## src/rtl/mcpu_shift_pkg.sv

```systemverilog
// Shared definitions for the MCPU shift/rotate unit: mode codes, FSM states
// and the effective shift-count rule.
package mcpu_shift_pkg;

  // Mode encodings; codes 3'b101..3'b111 are illegal and behave as a zero count.
  localparam logic [2:0] SH_LSL = 3'b000;
  localparam logic [2:0] SH_LSR = 3'b001;
  localparam logic [2:0] SH_ASR = 3'b010;
  localparam logic [2:0] SH_ROL = 3'b011;
  localparam logic [2:0] SH_ROR = 3'b100;

  typedef enum logic [1:0] {
    StIdle  = 2'd0,
    StShift = 2'd1,
    StDone  = 2'd2
  } state_e;

  // Shifts saturate at the word width, rotates wrap modulo the width (a power of 2).
  // The amount is taken as 32 bits, so amount operands wider than 32 bits are not supported.
  function automatic logic [31:0] eff_count(input logic [2:0]  mode,
                                            input logic [31:0] amount,
                                            input logic [31:0] width);
    logic [31:0] n;
    n = '0;
    case (mode)
      SH_LSL, SH_LSR, SH_ASR: n = (amount > width) ? width : amount;
      SH_ROL, SH_ROR:         n = amount & (width - 32'd1);
      default:                n = '0;
    endcase
    return n;
  endfunction

endpackage

```

## src/rtl/mcpu_shift_step.sv

```systemverilog
// Combinational single step of the shift unit: shifts or rotates a value by
// k positions (0..STEP) and reports the last bit that left the word.
module mcpu_shift_step
  import mcpu_shift_pkg::*;
#(
  parameter int unsigned WIDTH = 8,
  parameter int unsigned STEP  = 1,
  localparam int unsigned KW   = $clog2(STEP + 1),
  localparam int unsigned IW   = $clog2(WIDTH)
) (
  input  logic [WIDTH-1:0] i_value,
  input  logic [2:0]       i_mode,
  input  logic [KW-1:0]    i_k,
  output logic [WIDTH-1:0] o_shifted,
  output logic             o_out_bit
);

  logic [31:0]   w_k;
  logic [31:0]   w_k_inv;
  logic [IW-1:0] w_left_idx;
  logic [IW-1:0] w_right_idx;

  assign w_k         = 32'(i_k);
  assign w_k_inv     = WIDTH - w_k;
  // Bit that leaves the top (left modes) or bottom (right modes) last.
  assign w_left_idx  = IW'(w_k_inv);
  assign w_right_idx = IW'(w_k - 32'd1);

  // Select the shifted value and the outgoing bit for the current mode.
  always_comb begin
    o_shifted = i_value;
    o_out_bit = 1'b0;
    case (i_mode)
      SH_LSL: begin
        o_shifted = i_value << w_k;
        o_out_bit = i_value[w_left_idx];
      end
      SH_LSR: begin
        o_shifted = i_value >> w_k;
        o_out_bit = i_value[w_right_idx];
      end
      SH_ASR: begin
        // MSB is preserved across steps, so it always holds the original sign.
        o_shifted = $unsigned($signed(i_value) >>> w_k);
        o_out_bit = i_value[w_right_idx];
      end
      SH_ROL: begin
        // A shift by WIDTH yields zero, so k == 0 leaves the value intact.
        o_shifted = (i_value << w_k) | (i_value >> w_k_inv);
        o_out_bit = i_value[w_left_idx];
      end
      SH_ROR: begin
        o_shifted = (i_value >> w_k) | (i_value << w_k_inv);
        o_out_bit = i_value[w_right_idx];
      end
      default: begin
        o_shifted = i_value;
        o_out_bit = 1'b0;
      end
    endcase
    if (i_k == '0) begin
      o_out_bit = 1'b0;
    end
  end

endmodule

```

## src/rtl/mcpu_shift_unit.sv

```systemverilog
// Multi-cycle shift/rotate execution unit: accepts a request in IDLE, shifts
// up to STEP positions per clock in SHIFT, publishes result and flags in DONE.
module mcpu_shift_unit
  import mcpu_shift_pkg::*;
#(
  parameter int unsigned WIDTH     = 8,
  parameter int unsigned STEP      = 1,
  parameter int unsigned AMT_WIDTH = 8
) (
  input  logic                 clk,
  input  logic                 reset,
  input  logic                 start,
  input  logic [2:0]           mode,
  input  logic [WIDTH-1:0]     data_in,
  input  logic [AMT_WIDTH-1:0] amount,
  output logic                 busy,
  output logic                 done,
  output logic [WIDTH-1:0]     result,
  output logic                 carry_out,
  output logic                 zero
);

  localparam int unsigned REM_W = $clog2(WIDTH + 1);
  localparam int unsigned KW    = $clog2(STEP + 1);

  state_e             r_state, w_state_next;
  logic [WIDTH-1:0]   r_work, w_work_next;
  logic [REM_W-1:0]   r_rem, w_rem_next;
  logic [2:0]         r_mode, w_mode_next;
  logic               r_carry, w_carry_next;
  logic [WIDTH-1:0]   r_result, w_result_next;
  logic               r_carry_out, w_carry_out_next;
  logic               r_zero, w_zero_next;
  logic               r_busy, w_busy_next;
  logic               r_done, w_done_next;

  logic [REM_W-1:0]   w_rem_load;
  logic [KW-1:0]      w_k;
  logic [WIDTH-1:0]   w_step_value;
  logic               w_step_bit;

  assign w_rem_load = REM_W'(eff_count(mode, 32'(amount), 32'(WIDTH)));
  // Step size is min(STEP, rem).
  assign w_k        = (r_rem >= REM_W'(STEP)) ? KW'(STEP) : KW'(r_rem);

  mcpu_shift_step #(
    .WIDTH (WIDTH),
    .STEP  (STEP)
  ) u_step (
    .i_value   (r_work),
    .i_mode    (r_mode),
    .i_k       (w_k),
    .o_shifted (w_step_value),
    .o_out_bit (w_step_bit)
  );

  // Next-state and datapath updates for the IDLE/SHIFT/DONE sequence.
  always_comb begin
    w_state_next     = r_state;
    w_work_next      = r_work;
    w_rem_next       = r_rem;
    w_mode_next      = r_mode;
    w_carry_next     = r_carry;
    w_result_next    = r_result;
    w_carry_out_next = r_carry_out;
    w_zero_next      = r_zero;
    w_busy_next      = r_busy;
    w_done_next      = 1'b0;
    unique case (r_state)
      StIdle: begin
        if (start) begin
          w_work_next  = data_in;
          w_rem_next   = w_rem_load;
          w_mode_next  = mode;
          w_carry_next = 1'b0;
          w_busy_next  = 1'b1;
          w_state_next = StShift;
        end
      end
      StShift: begin
        if (r_rem != '0) begin
          w_work_next  = w_step_value;
          w_rem_next   = r_rem - REM_W'(w_k);
          w_carry_next = w_step_bit;
        end else begin
          w_result_next    = r_work;
          w_carry_out_next = r_carry;
          w_zero_next      = (r_work == '0);
          w_done_next      = 1'b1;
          w_busy_next      = 1'b0;
          w_state_next     = StDone;
        end
      end
      StDone: begin
        w_state_next = StIdle;
      end
      default: begin
        w_state_next = StIdle;
      end
    endcase
  end

  // State and datapath registers; reset aborts any operation in flight.
  always_ff @(posedge clk) begin
    if (reset) begin
      r_state     <= StIdle;
      r_work      <= '0;
      r_rem       <= '0;
      r_mode      <= SH_LSL;
      r_carry     <= 1'b0;
      r_result    <= '0;
      r_carry_out <= 1'b0;
      r_zero      <= 1'b0;
      r_busy      <= 1'b0;
      r_done      <= 1'b0;
    end else begin
      r_state     <= w_state_next;
      r_work      <= w_work_next;
      r_rem       <= w_rem_next;
      r_mode      <= w_mode_next;
      r_carry     <= w_carry_next;
      r_result    <= w_result_next;
      r_carry_out <= w_carry_out_next;
      r_zero      <= w_zero_next;
      r_busy      <= w_busy_next;
      r_done      <= w_done_next;
    end
  end

  assign busy      = r_busy;
  assign done      = r_done;
  assign result    = r_result;
  assign carry_out = r_carry_out;
  assign zero      = r_zero;

endmodule

```

## config.mk

```make
export PLATFORM = sky130hd
export DESIGN_NAME = mcpu_shift_unit
export DESIGN_NICKNAME = d
export VERILOG_FILES = /design/src/rtl/mcpu_shift_pkg.sv /design/src/rtl/mcpu_shift_step.sv /design/src/rtl/mcpu_shift_unit.sv
export SDC_FILE = /design/constraint.sdc
export NUM_CORES = 1
export LEC_CHECK = 0
export ABC_AREA = 1
export CAP_MARGIN = 10
export CORE_MARGIN = 2
export CORE_UTILIZATION = 40
export CTS_BUF_LIST = sky130_fd_sc_hd__clkbuf_8
export CTS_CLUSTER_SIZE = 30
export DETAILED_ROUTE_END_ITERATION = 8
export HOLD_SLACK_MARGIN = 0.06
export PLACE_DENSITY_LB_ADDON = 0.1
export SYNTH_ARGS = -nofsm -noshare
export SYNTH_HDL_FRONTEND = slang
export SYNTH_SLANG_ARGS = --single-unit
```

## constraint.sdc

```tcl
create_clock -name clk -period 1.3 [get_ports clk]
set_input_delay 0.13 -clock clk [delete_from_list [all_inputs] [get_ports clk]]
set_output_delay 0.13 -clock clk [all_outputs]
set_load 0.01 [all_outputs]
```

# == Word level (Yosys, flattened, before mapping) ==
# Index checks and enable logic that the tools add are counted.
# classes
n_reduce_logical,17
n_shift,5
eq_ne,13
n_bitwise,4
n_addsub,3
mux,26
magnitude_cmp,4
# ops
op,n
$pmux 8 s5,1
$shl 8x32->8,1
$shr 8x32->8,1
$mux 8,2
$or 8x8->8,2
$pmux 4 s2,2
$pmux 8 s2,1
$eq 3x2->1 const B,4
$mux 4,3
$mux 1,9
$gt 8x4->1 const B,1
$logic_not 8->1,1
$lt 3x4->1 const B,2
$shl 8x1->8,1
$shr 8x1->8,1
$sshr 8x1->8,1
$bmux 1 s3,2
$eq 3x1->1 const B,2
$eq 3x3->1 const B,2
$logic_not 3->1,2
$ne 2x2->1 const B,3
$ne 6x1->1 const B,1
$pmux 1 s2,3
$reduce_and 2->1,3
other kinds (15),21
# word_totals
ff_bits,30
out_inout_bits,12
wordCells,82
in_bits,22

# == Logic depth before layout (Yosys ltp) ==
# Gate-level depths: netlist of run 1.
# depth
depth_word,9
mapped_depth,10
depth_no_buf,10

# == Modules after synthesis ==
# From an unflattened synthesis of run 1, not the netlist that was laid out.
# hier_totals
hier_cells,303
area_unflattened_um2,1811.7
# by_module_without_submodules
mod,area_each_um2,n_inst,seq_area_each_um2,cells_each
mcpu_shift_unit,1372.6,1,600.6,204
mcpu_shift_step,439.2,1,0.0,99

# == Least setup slack after synthesis of run 1 ==
# Ideal clock, no wire load.
# synth_path
path_type,reg2reg
from,reg r_rem[2]
to,reg r_rem[1]
t_arrival_ns,1.288
stages_incl_launch_ff,9
n_path_buf,0
setup_time_ns,0.070
period_less_slack_ns,1.358
t_required_ns,1.230
slack_ns,-0.058
cell_sequence,dfxtp_1 nor2_4 nand2_4 inv_2 nor2_1 ha_1 nor2_1 nor2_1 a21oi_1
# synth_via
elab_chain_cells,5
word_cells_on_any_way,8
cone_classes,add/sub: 1; order compare: 1; eq/ne: 1; mux: 3; reduce/logical: 2
# synth_lines
item,line,source
from (decl),mcpu_shift_unit.sv:28,"logic [REM_W-1:0] r_rem, w_rem_next;"
from (signal assigned),mcpu_shift_unit.sv:119,r_rem <= w_rem_next;
$ge 4x1->1,mcpu_shift_unit.sv:44,assign w_k = (r_rem >= REM_W'(STEP)) ? KW'(STEP) : KW'(r_rem);
$mux 1,mcpu_shift_unit.sv:44,
$sub 4x1->4,mcpu_shift_unit.sv:83,w_rem_next = r_rem - REM_W'(w_k);
$mux 4,mcpu_shift_unit.sv:81,if (r_rem != '0) begin
$pmux 4 s2,mcpu_shift_unit.sv:69,unique case (r_state)
# Several ways; a longest one is shown, not always the timed one. The select of a mux whose other input is x is not followed.
# A chain may end at the register's enable or synchronous reset.

# == Final worst setup path of run 1 ==
# layout_path
from,reg r_rem[3]
to,reg r_zero (netlist: zero)
# layout_via
elab_chain_cells,3
# layout_lines
item,line,source
$reduce_bool 4->1,mcpu_shift_unit.sv:81,
$not 1->1 (no source line),-,
$reduce_and 2->1 (no source line),-,
to (signal assigned),mcpu_shift_unit.sv:124,r_zero <= w_zero_next;
to (decl),mcpu_shift_unit.sv:33,"logic r_zero, w_zero_next;"
# Every way passes these cells.

==> summary.txt, run 1 <==
Yosys
  • Synth Flop Type: dfxtp_1
  • Mapped Cells: 229
  • Number of flops mapped to enable cells by yosys: 0
  • Async SR Flop Fraction: 0%
  • Net Count, Synth: 252
  • Synth Area per Inst: 7.163 um2
  • #FFs+latches synth: 30
  • Register area share after synthesis: 36.61%
  • Mapped Area: 0.001640 mm2
  • Top post-synthesis cells by area: dfxtp_1, nand2_1, nor2_1
  • Top cell type's share of synthesized area: between 30% and 40%
  • Yosys Warn Count: 0
  • Netlist cell types: 29
  • Cell taking the most area after synthesis: dfxtp_1

Pwr
  • Overall Power: ~3.8 mW
  • Max VDD drop: 735.7 uV
  • Static Leak: 1.263 nW
  • PwrDens: approximately 1400 mW/mm2

Timing
  • RSZ-0062 raised after global routing: true
  • Slew HR: 71.00%
  • Fin crit share: 101.8%
  • Period minus WS final: around 1.3 ns
  • Fin Clk Skew: 0.003457 ns
  • Final worst setup slack: -0.02322 ns
  • Setup tns final: -0.02882 ns
  • Final hold vios: 0
  • Max-slew violation count: 0
  • FMAX: 755.7 MHz
  • Hold Worst Slack: 0.4438 ns
  • Final setup vio count: 2
  • Worst slew pin tran: 0.4311 ns

Global route
  • Overflow after GRT: 0
  • Largest net degree at the start of global routing: 14
  • Initial antenna violation count: 0
  • GRT Overall Usage: 20.58%
  • Vias in the first global route: 1545
  • First-pass GRT wire length: 6.920 mm

Cells and area
  • Commonest cells after routing, fill and taps aside: nand2_1, buf_4, nor2_1, clkdlybuf4s50_1, dfxtp_1
  • Fin nets: 322
  • Commonest non-fill, non-tap cell in the layout: nand2_1
  • Ant diodes: 0
  • Fillers: 330
  • Finished Cell Area: 0.002670 mm2
  • Finished Layout Cells: 349
  • P&R area growth vs syn: 62.78%
  • Layout cells sized above 1: 37.79%
  • Post-layout util: 67.23%

Clock network
  • H-tree depth: 2
  • Clk pin slew, worst setup/hold paths: 0.06 ns
  • Worst-case clock buffer depth: 2
  • Hold buffer count at cts: 0
  • Later-pin clock latency in the skew report: 0.28 ns
  • Num CTS Buffers: 5
  • TritonCTS clock tree: done
  • CTS sink cnt: 30
  • CTS Root Cell: clkbuf_8

Hold path
  • Worst min path class: in2reg

Worst setup path
  • Worst Setup End Kind: register
  • Nature of the critical path startpoint: register
  • Kind of critical path: reg2reg
  • Worst-path maximum fanout: 13
  • CP required: 1.52 ns
  • Worst EP arrival: 1.55 ns

Job
  • Max Cap Viol: 0

Run status
  • Status: complete, but fails checks
  • Failing checks: negative setup slack

Routing
  • Post-route ant nets: 0
  • Drt initial violations: 74
  • Via Count: 1775
  • DR pass1 iterations: 4
  • DR vias/cell: 5.086
  • DR DRC count: 0
  • WL/cell: 12.87 um
  • Final wirelength: 4.491 mm

Floorplanning
  • Die ar.: 0.004629 mm2
  • Die X: 68.04 um
  • Core area: 0.003971 mm2
  • FP Rows: 23
  • Initial core utilization: 41.30%
  • Ports: 34
  • Die height: 68.04 um

Placed design
  • Pre-CTS WS: -0.1601 ns
  • Placed Cells: around 330
  • Area post-placement: 0.002243 mm2
  • Routability congestion estimate: just under 0.9
  • HPWL Detailed: 3.048 mm
  • Port Buffers: 33
-- cell type report --
type | instances | area (um2) | share of cell area [%]
well taps | 50 | 62.56 | 2.343
clock buffers | 6 | 82.58 | 3.093
flip-flops and latches | 30 | 616.8 | 23.10
inverters | 21 | 83.83 | 3.140
repair buffers | 69 | 699.4 | 26.19
multi-input cells | 172 | 1095 | 41.00
clock inverters | 1 | 30.03 | 1.125
-- sequential cells by signal, indices dropped and copies added (netlist names) --
| name | flops |
|---|---|
| r_rem | 4 |
| zero | 1 |
| r_carry | 1 |
| r_work | 8 |
| carry_out | 1 |
| busy | 1 |
| r_state | 2 |
| result | 8 |
| r_mode | 3 |
| done | 1 |
-- Yosys cell counts (2+ instances only) --
cell type	instances
o211ai_1	2
o21ai_0	15
a21oi_2	12
nor2_4	4
nand4_1	2
a211oi_1	2
nand3_1	17
inv_1	18
nand2_4	4
nand2_1	49
nor4_1	2
buf_2	2
buf_6	2
dfxtp_1	30
inv_2	3
a21oi_1	21
nor2_1	30
nand2_2	3
-- worst max-delay path, stage by stage (launching register included) --
cell and delay (ns):
dfxtp_2 0.33, nor2_4 0.14, nand2_4 0.12, buf_12 0.15
nor2_4 0.13, buf_12 0.15, nand3_2 0.09, a21oi_2 0.14
-- cells by family after synthesis --
kind of cell	share of synthesized area [%]
AOI/OAI and AO/OA	21.82
and+or+nand+nor	32.57
adders and majority gates	0.7627
DFF	36.61
buffers and inverters	8.237
-- metal layers --
layer	routed length [um]	up-vias	global-route usage, %
met5	0	-	0
met4	110	0	13.00
met3	313	11	3.947
met2	2250	73	35.68
met1	1817	787	22.94
li1	-	904	-
-- final timing paths --
path              startpoint  slack, ns  depth (start not counted)        to
setup / recovery    r_rem[3]      -0.02                          7      zero
hold / removal     amount[1]       0.44                          3  r_rem[1]
setup reg to reg    r_rem[3]      -0.02                          7      zero
hold reg to reg         busy       0.46                          2      busy
-- repair_timing --
item / 4_1_cts / 5_1_grt
setup endpoints to repair: 15 / 35
gates resized for setup: 19 / 61
pin swaps: 8 / 21
cloned: 0 / 1
hold endpoints to repair: 0 / 0
buffers inserted: 8 / 1
-- report_power, final --
part / switching, mW / internal (mW) / leakage, nW
Clock: 0.357 / 0.613 / 0.0573
Sequential: 0.100 / 1.05 / 0.251
Combinational: 0.868 / 0.804 / 0.955
Total: 1.33 / 2.46 / 1.26
Power figures use the tool's default switching activity.
==> run 2: changes to the inputs <==
--- a/config.mk
+++ b/config.mk
@@ -6,7 +6,7 @@
 export NUM_CORES = 1
 export LEC_CHECK = 0
 export ABC_AREA = 1
-export CAP_MARGIN = 10
+export CAP_MARGIN = 20
 export CORE_MARGIN = 2
 export CORE_UTILIZATION = 40
 export CTS_BUF_LIST = sky130_fd_sc_hd__clkbuf_8
==> results of run 2 <==
The final DEF is identical to that of run 1; final timing and power are the same.
